[src/rtl/div_unit_radix.sv]
// rtl/div_unit_radix.sv - Iterative radix-2^BPC integer divider for RV32M/RV64M DIV/DIVU/REM/REMU
//
// Ports:
//   clk     rising-edge clock
//   rst     synchronous reset, active-high
//   enable  request; held high for the life of one division, low kills it
//   div_op  00 DIV, 01 DIVU, 10 REM, 11 REMU
//   rdata1  dividend (sampled only at the capture edge)
//   rdata2  divisor  (sampled only at the capture edge)
//   ready   registered one-cycle pulse marking result valid
//   result  quotient or remainder; holds until the next completed division
//
// Parameters: XLEN (32 or 64), BPC quotient bits per cycle (1, 2 or 4).
// Optional: define DIV_EARLY_OUT_EN to skip iteration when |dividend| < |divisor|.

module div_unit_radix #(
    parameter int XLEN = 32,
    parameter int BPC  = 1
) (
    input  logic            clk,
    input  logic            rst,
    input  logic            enable,
    input  logic [1:0]      div_op,
    input  logic [XLEN-1:0] rdata1,
    input  logic [XLEN-1:0] rdata2,
    output logic            ready,
    output logic [XLEN-1:0] result
);

    localparam int N  = XLEN / BPC;
    localparam int CW = $clog2(N);
    localparam logic [CW-1:0]   CNT_LAST = CW'(N - 1);
    localparam logic [XLEN-1:0] MIN_VAL  = {1'b1, {(XLEN-1){1'b0}}};

    typedef enum logic [1:0] {IDLE, ITER, FIX, DONE} state_t;

    state_t state, state_nxt;

    logic [1:0]      op;
    logic            sign_a;
    logic            sign_b;
    logic            spec_zero;
    logic            spec_ovf;
    logic [XLEN-1:0] quo;       // dividend shifts out at the MSB, quotient bits enter at the LSB
    logic [XLEN-1:0] dvs;
    logic [XLEN:0]   rem;       // extra bit covers the shifted partial remainder
    logic [CW-1:0]   counter;

    // Capture-edge decode of the incoming operands
    logic            in_signed;
    logic [XLEN-1:0] abs_a;
    logic [XLEN-1:0] abs_b;
    logic            in_zero;
    logic            in_ovf;
    logic            in_early;

    assign in_signed = ~div_op[0];
    assign abs_a     = (in_signed && rdata1[XLEN-1]) ? -rdata1 : rdata1;
    assign abs_b     = (in_signed && rdata2[XLEN-1]) ? -rdata2 : rdata2;
    assign in_zero   = (rdata2 == '0);
    assign in_ovf    = in_signed && (rdata1 == MIN_VAL) && (rdata2 == '1);

`ifdef DIV_EARLY_OUT_EN
    // A zero divisor can never satisfy the compare, so no extra guard is needed
    assign in_early = (abs_a < abs_b);
`else
    assign in_early = 1'b0;
`endif

    // BPC restoring steps chained combinationally
    logic [XLEN-1:0] step_q;
    logic [XLEN:0]   step_r;
    logic [XLEN+1:0] trial;

    always_comb begin
        step_q = quo;
        step_r = rem;
        trial  = '0;
        for (int i = 0; i < BPC; i++) begin
            trial = {step_r, step_q[XLEN-1]} - {2'b00, dvs};
            if (!trial[XLEN+1]) begin
                step_r = trial[XLEN:0];
            end else begin
                step_r = {step_r[XLEN-1:0], step_q[XLEN-1]};
            end
            step_q = {step_q[XLEN-2:0], ~trial[XLEN+1]};
        end
    end

    // Sign fixing and special-case selection for the FIX cycle
    logic            q_neg;
    logic            r_neg;
    logic [XLEN-1:0] q_fixed;
    logic [XLEN-1:0] r_fixed;
    logic [XLEN-1:0] q_sel;
    logic [XLEN-1:0] r_sel;
    logic [XLEN-1:0] fix_val;

    assign q_neg   = ~op[0] & (sign_a ^ sign_b);
    assign r_neg   = ~op[0] & sign_a;
    assign q_fixed = q_neg ? -quo : quo;
    assign r_fixed = r_neg ? -rem[XLEN-1:0] : rem[XLEN-1:0];

    always_comb begin
        q_sel = q_fixed;
        r_sel = r_fixed;
        if (spec_ovf) begin
            q_sel = MIN_VAL;
            r_sel = '0;
        end else if (spec_zero) begin
            // rem was loaded with |dividend|, so sign fixing restores rdata1 exactly
            q_sel = '1;
        end
        fix_val = op[1] ? r_sel : q_sel;
    end

    // Next-state logic
    always_comb begin
        state_nxt = state;
        case (state)
            IDLE: begin
                if (enable) begin
                    if (in_zero || in_ovf || in_early) begin
                        state_nxt = FIX;
                    end else begin
                        state_nxt = ITER;
                    end
                end
            end
            ITER: begin
                if (!enable) begin
                    state_nxt = IDLE;
                end else if (counter == '0) begin
                    state_nxt = FIX;
                end
            end
            FIX: begin
                state_nxt = enable ? DONE : IDLE;
            end
            DONE: begin
                state_nxt = IDLE;
            end
            default: state_nxt = IDLE;
        endcase
    end

    always_ff @(posedge clk) begin
        if (rst) begin
            state <= IDLE;
        end else begin
            state <= state_nxt;
        end
    end

    // Datapath and registered outputs
    always_ff @(posedge clk) begin
        if (rst) begin
            op        <= '0;
            sign_a    <= 1'b0;
            sign_b    <= 1'b0;
            spec_zero <= 1'b0;
            spec_ovf  <= 1'b0;
            quo       <= '0;
            dvs       <= '0;
            rem       <= '0;
            counter   <= '0;
            ready     <= 1'b0;
            result    <= '0;
        end else begin
            ready <= (state == FIX) && enable;
            case (state)
                IDLE: begin
                    if (enable) begin
                        op        <= div_op;
                        sign_a    <= in_signed & rdata1[XLEN-1];
                        sign_b    <= in_signed & rdata2[XLEN-1];
                        spec_zero <= in_zero;
                        spec_ovf  <= in_ovf;
                        dvs       <= abs_b;
                        counter   <= CNT_LAST;
                        // Early-out and divide-by-zero both finish with quotient 0
                        // and remainder |dividend| before selection
                        if (in_zero || in_early) begin
                            quo <= '0;
                            rem <= {1'b0, abs_a};
                        end else begin
                            quo <= abs_a;
                            rem <= '0;
                        end
                    end
                end
                ITER: begin
                    if (enable) begin
                        quo     <= step_q;
                        rem     <= step_r;
                        counter <= counter - CW'(1);
                    end
                end
                FIX: begin
                    if (enable) begin
                        result <= fix_val;
                    end
                end
                default: ;
            endcase
        end
    end

endmodule

[config.mk]
export PLATFORM = sky130hd
export DESIGN_NAME = div_unit_radix
export DESIGN_NICKNAME = d
export VERILOG_FILES = /design/src/rtl/div_unit_radix.sv
export SDC_FILE = /design/constraint.sdc
export NUM_CORES = 1
export LEC_CHECK = 0
export CORE_MARGIN = 1
export CORE_UTILIZATION = 60
export CTS_CLUSTER_SIZE = 25
export DETAILED_ROUTE_END_ITERATION = 10
export PLACE_DENSITY = 0.83
export SETUP_SLACK_MARGIN = 0.4
export SLEW_MARGIN = 20
export SYNTH_ARGS = -nofsm -noshare
export SYNTH_HDL_FRONTEND = slang
export SYNTH_SLANG_ARGS = --single-unit
[constraint.sdc]
create_clock -name clk -period 4.5 [get_ports clk]
set_clock_uncertainty 0.1 [all_clocks]
set_input_delay 0.9 -clock clk [delete_from_list [all_inputs] [get_ports clk]]
set_output_delay 0.9 -clock clk [all_outputs]
set_load 0.01 [all_outputs]
* Word-level counts from Yosys, hierarchy flattened *
Index checks and enable logic that the tools add are counted.

word-level totals
  output and inout bits = 33
  bits in registers = 143
  input bits = 69
  logic and storage cells = 74

cells by class
  mux-type cells = 26
  equal/unequal tests = 8
  reductions and logical operators = 14
  add/subtract/negate cells = 6
  bitwise operators = 8

operators by type and width
  operator              count
  $mux 32               12
  $neg 32->32           4
  $mux 33               3
  $pmux 33 s2           1
  $eq 32x32->1 const B  2
  $pmux 32 s2           1
  $sub 34x32->34        1
  $logic_not 32->1      1
  $mux 2                5
  $mux 5                2
  $pmux 5 s2            1
  $pmux 2 s4            1
  $reduce_and 2->1      3
  $logic_and 1x1->1     5
  $logic_not 5->1       1
  $sub 5x1->5 const B   1
  $and 1x1->1           4
  $eq 2x2->1 const B    2
  $ne 2x2->1 const B    2
  $ne 3x3->1 const B    1
  $not 1->1             3
  $reduce_and 3->1      1
  $eq 2x1->1 const B    1
  $logic_not 2->1       1
  other kinds (3)       3

* Logic depth before layout (Yosys ltp) *
Gate-level depths: netlist (run 1).

  depth in word-level cells = 7
  gate-level depth with buffers = 13
  depth with buffers taken out = 12

* Least setup slack after synthesis (run 1) *
OpenSTA, ideal clock, no wires.

  path type = in2reg
  from = input port rdata2[1]
  to = register quo[5]
  cell stages on the path = 11
  setup time = 0.128 ns
  path buffers = 1
  data required time = 4.272 ns
  data arrival time = 3.057 ns
  slack = 1.216 ns
  path through = inv_1 -> ha_1 -> or3b_4 -> nor3_4 -> nor4b_4 -> nand2_4 -> nor3_4 -> nor2_2 -> buf_2 -> a222oi_1 -> nor2_1

between the ends
  cells in the longest elaborated chain, start to end = 4

ends and longest elaborated chain
  what                  RTL line  text
  start, declared       25        input logic [XLEN-1:0] rdata2,
  $logic_not 32->1      60        assign in_zero = (rdata2 == '0);
  $mux 32               183       if (in_zero || in_early) begin
  $mux 32               173       if (enable) begin
  $pmux 32 s2           171       case (state)
  end signal, assigned  187       quo <= abs_a;
  end signal, assigned  194       quo <= step_q;
  end, declared         44        logic [XLEN-1:0] quo;

Every way passes these cells. The select of a mux whose other input is x is not followed.
A chain may end at the register's enable or synchronous reset.

* Worst setup path after layout (run 1) *
  from = input port rdata2[1]
  to = register quo[7]

Same word-level chain as after synthesis.

==> impl_metrics.csv, run 1 <==
group,metric,value,unit
run_status,status,"complete, no violations",
floorplan,io-pin-count,102,
clock_network,cts-root-buf,"clkbuf_16",
sta,setup_tns,0,ns
clock_network,numCtsBuffers,17,
clock_network,clock-sinks,143,
clock_network,clock_latency,0.43,ns
placed_design,io_buffers,101,
setup_path,rr_worst_depth,13,
setup_path,worst-r2r-setup-slack,0.75,ns
floorplan,dieHeight,137,um
detailed_routing,routed_wl,35100,um
floorplan,core-area,0.0175,mm2
layout,multi_input_area,0.00731,mm2
sta,setup_viol,0,
floorplan,rows,48,
global_route,antenna_found_initial,0,
sta,hold_violations,0,
detailed_routing,drc,0,
detailed_routing,wl_per_cell,20.3,um
synthesis,synth-seq-cells,143,
clock_network,cts_tree,"yes",
synthesis,netlist_area,0.0109,mm2
synthesis,syn-num-nets,1553,
synthesis,synth-main-ff-cell,"dfxtp_1",
synthesis,yosys.area.top_type,"dfxtp_1",
synthesis,synth_area_leaders,"dfxtp_1 (26%), a21oi_1 (7.2%), xnor2_1 (6.9%), nor2_1 (6.4%), xor2_1 (4.5%)",
sta,slew_headroom,27.6,%
global_route,grt_max_degree,64,
layout,area_growth,15.4,%
global_route,busiest_layer,"met2",
sta,layout_setup_ws,0.637,ns
sta,holdWs,0.342,ns
detailed_routing,firstDrtPassIters,9,
detailed_routing,vias,11500,
synthesis,ys_seq_area_share,26.3,%
layout,drive_gt1_share,6.19,%
setup_path,cp-start-kind,"primary input",
global_route,grt_use_total,38.5,%
setup_path,crit_fanout,23,
detailed_routing,first_iter_violations,1718,
setup_path,r2r-start,"dvs[1]",
power,power.density,357,mW/mm2
global_route,grt_pass1_wl,55500,um
layout,design_area,0.0125,mm2
global_route,grt_use_met1,52.4,%
sta,fin_crit_sh,85.8,%
sta,rsz0062_at_grt,"false",
synthesis,synth_xor_area_share,11.4,%
sta,fmax,259,MHz
sta,worstMarginPinSlew,1.08,ns
synthesis,synth_top_area_share,26.3,%
detailed_routing,ant_nets,0,
setup_path,required,4.70,ns
synthesis,synthCells,1444,
setup_path,cp.arrival,4.07,ns
synthesis,synth_compound_area_share,28.6,%
power,ir_drop,0.290,mV
synthesis,synth_fa_ha_area_share,4.67,%
worst_hold_path,hold_path.class,"register to register",
global_route,grt_use_met2,58.9,%
synthesis,synthTopCellsByCount,"nor2_1 (186), a21oi_1 (156), dfxtp_1 (143)",
placed_design,dp_slack,0.319,ns
layout,fillers,1410,
setup_path,critPathCaptureType,"register",
worst_hold_path,whs_path_depth,2,
sta,period_minus_slack,3.86,ns
placed_design,gp_congestion,0.997,
synthesis,synthSimpleGateAreaFrac,21.3,%
synthesis,synth_top_family_by_area,"compound AO/OA/AOI/OAI gates",
synthesis,muxShareOfSynthArea,1.04,%
floorplan,dieArea,0.0187,mm2
power,leakagePower,4.70,nW
clock_network,post-cts-setup-buffer-count,0,
run,cap_violations,0,
placed_design,dpl_cell_area,0.0119,mm2
layout,ff_latch_area,0.00286,mm2
synthesis,synth_most_common_cell,"nor2_1",
global_route,use_met3,6.78,%
synthesis,async_flop_share,0,%
setup_path,setup.worst_path.end,"quo[7]",
global_route,grt_remaining_overflow,0,
synthesis,ys_warn_count,0,
setup_path,critPathKind,"primary input to register",
clock_network,htreeDepth,4,
synthesis,syn_avg_cell_area,7.53,um2
global_route,grt_pass1_vias,10400,
sta,final_max_slew_viol_count,0,
placed_design,dp_hpwl,26100,um
clock_network,cts.path.max_buffers,2,
detailed_routing,vias_per_cell,6.66,
setup_path,reg2reg_to,"rem[27]",
clock_network,path_clk_slew,0.07,ns
layout,fin_nets,1598,
synthesis,synth_cell_types,81,
floorplan,start_util,62.2,%
layout,n_antenna_cell,0,
layout,final_util,71.8,%
synthesis,synth-edff-count,0,
setup_path,cp-startpoint,"rdata2[1]",
floorplan,die_w,137,um
## where the power goes
part           switching, mW  internal, mW
Combinational          0.877         0.588
Sequential             0.119          1.35
Clock                  0.628         0.912
## metrics by stage
step           power, mW  std cells
6_report            4.47       1727
5_1_grt             4.67       1727
4_1_cts             4.43       1727
3_5_place_dp        2.90       1695
3_3_place_gp        2.87       1695
2_1_floorplan       2.51       1444
## kinds of logic (layout without fill, tap and decap cells)
family | Yosys count | after routing
xor gates and xnor gates | 142 | 142
adders and majority gates | 40 | 40
buffers and inverters | 168 | 226
DFF | 143 | 143
and+or+nand+nor | 470 | 470
AOI/OAI and AO/OA | 470 | 470
muxes | 11 | 11
## area by class of cell
cell class / count / share of cell area [%]
Tap cell: 225 / 2.24
Multi-Input combinational cell: 1133 / 58.2
Inverter: 66 / 1.97
Clock buffer: 18 / 3.50
Sequential cell: 143 / 22.8
Timing Repair Buffer: 128 / 9.65
Clock inverter: 14 / 1.56
## timing repair
item	4_1_cts	5_1_grt
hold buffers	0	0
setup endpoints to repair	0	1
gates resized for setup	0	1
## cells in the final DEF (no fill, tap or decap), types with 7 or more instances in the layout
cell type / synthesis / final
or4_1: 11 / 11
ha_1: 39 / 39
o21bai_1: 7 / 7
xnor2_1: 86 / 86
nand2_1: 95 / 95
mux2i_1: 9 / 9
nand3_1: 21 / 21
o21ai_0: 70 / 70
nand2b_1: 16 / 15
buf_4: 1 / 28
a31oi_1: 14 / 14
xor2_1: 56 / 56
inv_1: 66 / 66
o31ai_1: 15 / 15
clkbuf_16: 0 / 17
nor3_1: 36 / 36
and2_1: 12 / 12
nand4_1: 10 / 10
nor2b_1: 12 / 10
a21oi_1: 156 / 156
a211oi_1: 60 / 60
o211ai_1: 11 / 11
and4_1: 8 / 8
and3_1: 7 / 7
clkdlybuf4s50_1: 0 / 100
or3_1: 8 / 8
o41ai_1: 9 / 9
nor4_1: 19 / 18
a21o_1: 21 / 21
a222oi_1: 23 / 23
a221oi_1: 30 / 30
dfxtp_1: 143 / 143
nor2_1: 186 / 183
## critical path, stage by stage
cell             delay [ns]
clkdlybuf4s50_1        0.47
inv_1                  0.11
ha_1                   0.16
or3b_4                 0.41
nor3_4                 0.27
nor4b_4                0.47
nand2_4                0.11
nor3_4                 0.33
nor2_2                 0.30
a222oi_1               0.44
nor2_1                 0.08
## worst min-delay path by stage
stage | start | endpoint | slack, ns
6_report | result[29] | result[29] | 0.34
5_1_grt | dvs[13] | dvs[13] | 0.38
4_1_cts | result[29] | result[29] | 0.35
3_5_place_dp | result[29] | result[29] | 0.34
3_3_place_gp | result[29] | result[29] | 0.33
2_1_floorplan | dvs[13] | dvs[13] | 0.33
## flip-flops by register name, summed over array words and instances, names as in the netlist, 2 cells and up
signal	count
quo	32
counter	5
result	32
dvs	32
rem	33
state	2
op	2
## layer usage
layer / vias to the layer above / share of wire, %
met3: 108 / 11
met5: - / 0
met1: 5301 / 41
li1: 5363 / -
met2: 736 / 44
met4: 0 / 4.2
Power figures use the tool's default switching activity.
==> run 2, diff against run 1 <==
CELL_PAD_IN_SITES_DETAIL_PLACEMENT = 1   (was default)
CELL_PAD_IN_SITES_GLOBAL_PLACEMENT = 1   (was default)
CORE_UTILIZATION = 43   (was 60)
PLACE_DENSITY = default   (was 0.83)
PLACE_DENSITY_LB_ADDON = 0.1   (was default)
clock period = 3.91 ns   (was 4.5 ns; I/O delays follow)
==> run 2 against run 1 <==
Against the previous run: global-route usage shrank 6.1 points; sequential power rose by 14%; total power increased by 18%; sequential share of layout area down 1.1 points; clock-buffer cell count decreased by 1; register-to-register slack got worse by 0.18 ns; setup slack got worse by 0.18 ns; combinational power is 28% higher.
==> impl_metrics.csv, run 2 (synthesized netlist as in run 1, its figures left out) <==
group,metric,value,unit
sta,rsz0062_at_grt,"true",
layout,regMostFlops,"rem",
layout,drive_gt1_share,10.0,%
sta,layout_setup_ws,0.459,ns
detailed_routing,ant_nets,0,
setup_path,critPathKind,"primary input to register",
power,power_frac_comb,35.2,%
detailed_routing,vias_per_cell,6.24,
floorplan,dieArea,0.0259,mm2
setup_path,cp-start-kind,"primary input",
setup_path,critical-path-top-delay-family,"simple AND/OR/NAND/NOR gates",
setup_path,max_stage_delay,0.53,ns
power,ir_drop,0.285,mV
placed_design,io_buffers,101,
global_route,grt_use_met2,50.6,%
placed_design,dp_hpwl,32200,um
floorplan,core-area,0.0245,mm2
global_route,grt_remaining_overflow,0,
clock_network,clock_latency,0.45,ns
setup_path,critPathCaptureType,"register",
global_route,use_met3,6.70,%
global_route,grt_max_degree,73,
sta,fin_crit_sh,88.3,%
global_route,antenna_found_initial,0,
sta,fmax,290,MHz
detailed_routing,firstDrtPassIters,6,
setup_path,r2r-start,"dvs[30]",
detailed_routing,first_iter_violations,1148,
sta,period_minus_slack,3.45,ns
global_route,busiest_layer,"met2",
clock_network,path_clk_slew,0.07,ns
clock_network,hold_buffers,0,
run,cap_violations,0,
power,leakagePower,5.00,nW
power,pwr-share-seq,31.7,%
layout,final_common_cell,"nor2_1",
power,power_switching,2.03,mW
global_route,grt_use_met1,43.5,%
worst_hold_path,hold_path.class,"register to register",
sta,setup_viol,0,
setup_path,cp_slowest_cell,"xor2_1",
run_status,status,"complete, no violations",
sta,setup_tns,0,ns
placed_design,gp_congestion,0.943,
global_route,grt_pass1_vias,11500,
power,p_clk_share,33.1,%
global_route,grt_use_total,32.4,%
clock_network,clock-sinks,143,
sta,hold_violations,0,
sta,final_max_slew_viol_count,0,
sta,worstMarginPinSlew,0.934,ns
clock_network,cts_tree,"yes",
global_route,grt_pass1_wl,65100,um
clock_network,numCtsBuffers,17,
floorplan,dieHeight,161,um
setup_path,crit_fanout,4,
detailed_routing,wl_per_cell,22.4,um
layout,final_cell_mix,"nor2_1 (183), a21oi_1 (156), dfxtp_1 (142)",
detailed_routing,vias,11700,
detailed_routing,routed_wl,42200,um
setup_path,required,4.10,ns
setup_path,cp-startpoint,"rdata1[1]",
clock_network,cts.path.max_buffers,2,
layout,fin_nets,1655,
layout,n_antenna_cell,0,
setup_path,crit_buf_inv,2,
clock_network,cts-root-buf,"clkbuf_16",
floorplan,start_util,44.3,%
clock_network,htreeDepth,4,
sta,slew_headroom,37.8,%
layout,area_growth,21.4,%
layout,largest_reg_flops,33,
floorplan,die_w,161,um
setup_path,path_cells,"clkdlybuf4s50_1 -> inv_1 -> ha_1 -> or3b_2 -> or4_1 -> o21ai_0 -> xor2_1 -> nor2_2 -> a311oi_1 -> a211oi_1",
floorplan,io-pin-count,102,
floorplan,rows,57,
power,p_int,3.27,mW
power,p_sw_share,38.2,%
setup_path,cp.arrival,3.64,ns
detailed_routing,drc,0,
placed_design,dp_slack,-0.0108,ns
worst_hold_path,min-delay-start,"dvs[13]",
power,power.density,402,mW/mm2
-- run 2: cell count changes in the layout (fill, tap and decap cells not counted), sizes merged --
cell / previous run / this run
clkinv: 3 / 5
nor2: 188 / 189
clkinvlp: 0 / 1
inv: 74 / 73
clkbuf: 18 / 17
bufinv: 3 / 2
buf: 28 / 84
-- run 2: repair_timing --
action	4_1_cts	5_1_grt
endpoints found under the hold margin	0	0
setup endpoints to repair	0	34
resized for setup	0	12
setup buffers	0	7
-- run 2: per-stage QoR --
step	cells	hold slack [ns]	util (%)	instance area, um2	total power [mW]
final	1883	0.354	53.8	13200	5.30
after global placement	1843	0.341	50.7	12400	3.48
after detailed placement	1843	0.351	50.7	12400	3.52
after floorplan	1444	0.332	-	10900	2.89
after global routing	1883	0.375	53.8	13200	5.55
after CTS	1875	0.360	53.3	13100	5.27
-- run 2: cell type report --
type / count / area, um2
fillers: 3067 / 11300
multi-input cells: 1134 / 7370
flip-flops and latches: 143 / 2860
repair buffers: 184 / 1690
clock buffers: 17 / 425
well taps: 324 / 405
inverters: 66 / 248
clock inverters: 15 / 195
-- run 2: per-layer routing --
metal	wire length, um	vias up	part of all wire, %
met5	0	-	0
met4	1540	0	3.7
met3	3080	94	7.3
met2	18800	462	45
met1	18700	5722	44
li1	-	5463	-
-- run 2: power groups by stage --
stage               sequential (mW)  clock [mW]  combinational, mW
floorplan                      1.66           0               1.23
global placement               1.70           0               1.78
detailed placement             1.71           0               1.81
CTS                            1.68        1.76               1.83
global route                   1.69        1.83               2.03
finish                         1.68        1.75               1.87
-- run 2: worst reg2reg max path: stages, from the launching register on --
cell	delay, ns
dfxtp_1	0.33
inv_1	0.09
ha_1	0.36
a21o_1	0.23
or4_1	0.43
a21oi_1	0.18
o221ai_1	0.17
and2_1	0.22
o21ai_1	0.17
nand2_1	0.25
buf_4	0.26
a311oi_1	0.29
a211oi_1	0.11
-- run 2: path summary, 6_finish.rpt --
path,depth (start not counted),to,slack (ns)
min reg2reg,2,dvs[13],0.35
min,2,dvs[13],0.35
max reg2reg,12,rem[19],0.57
max,10,rem[8],0.46
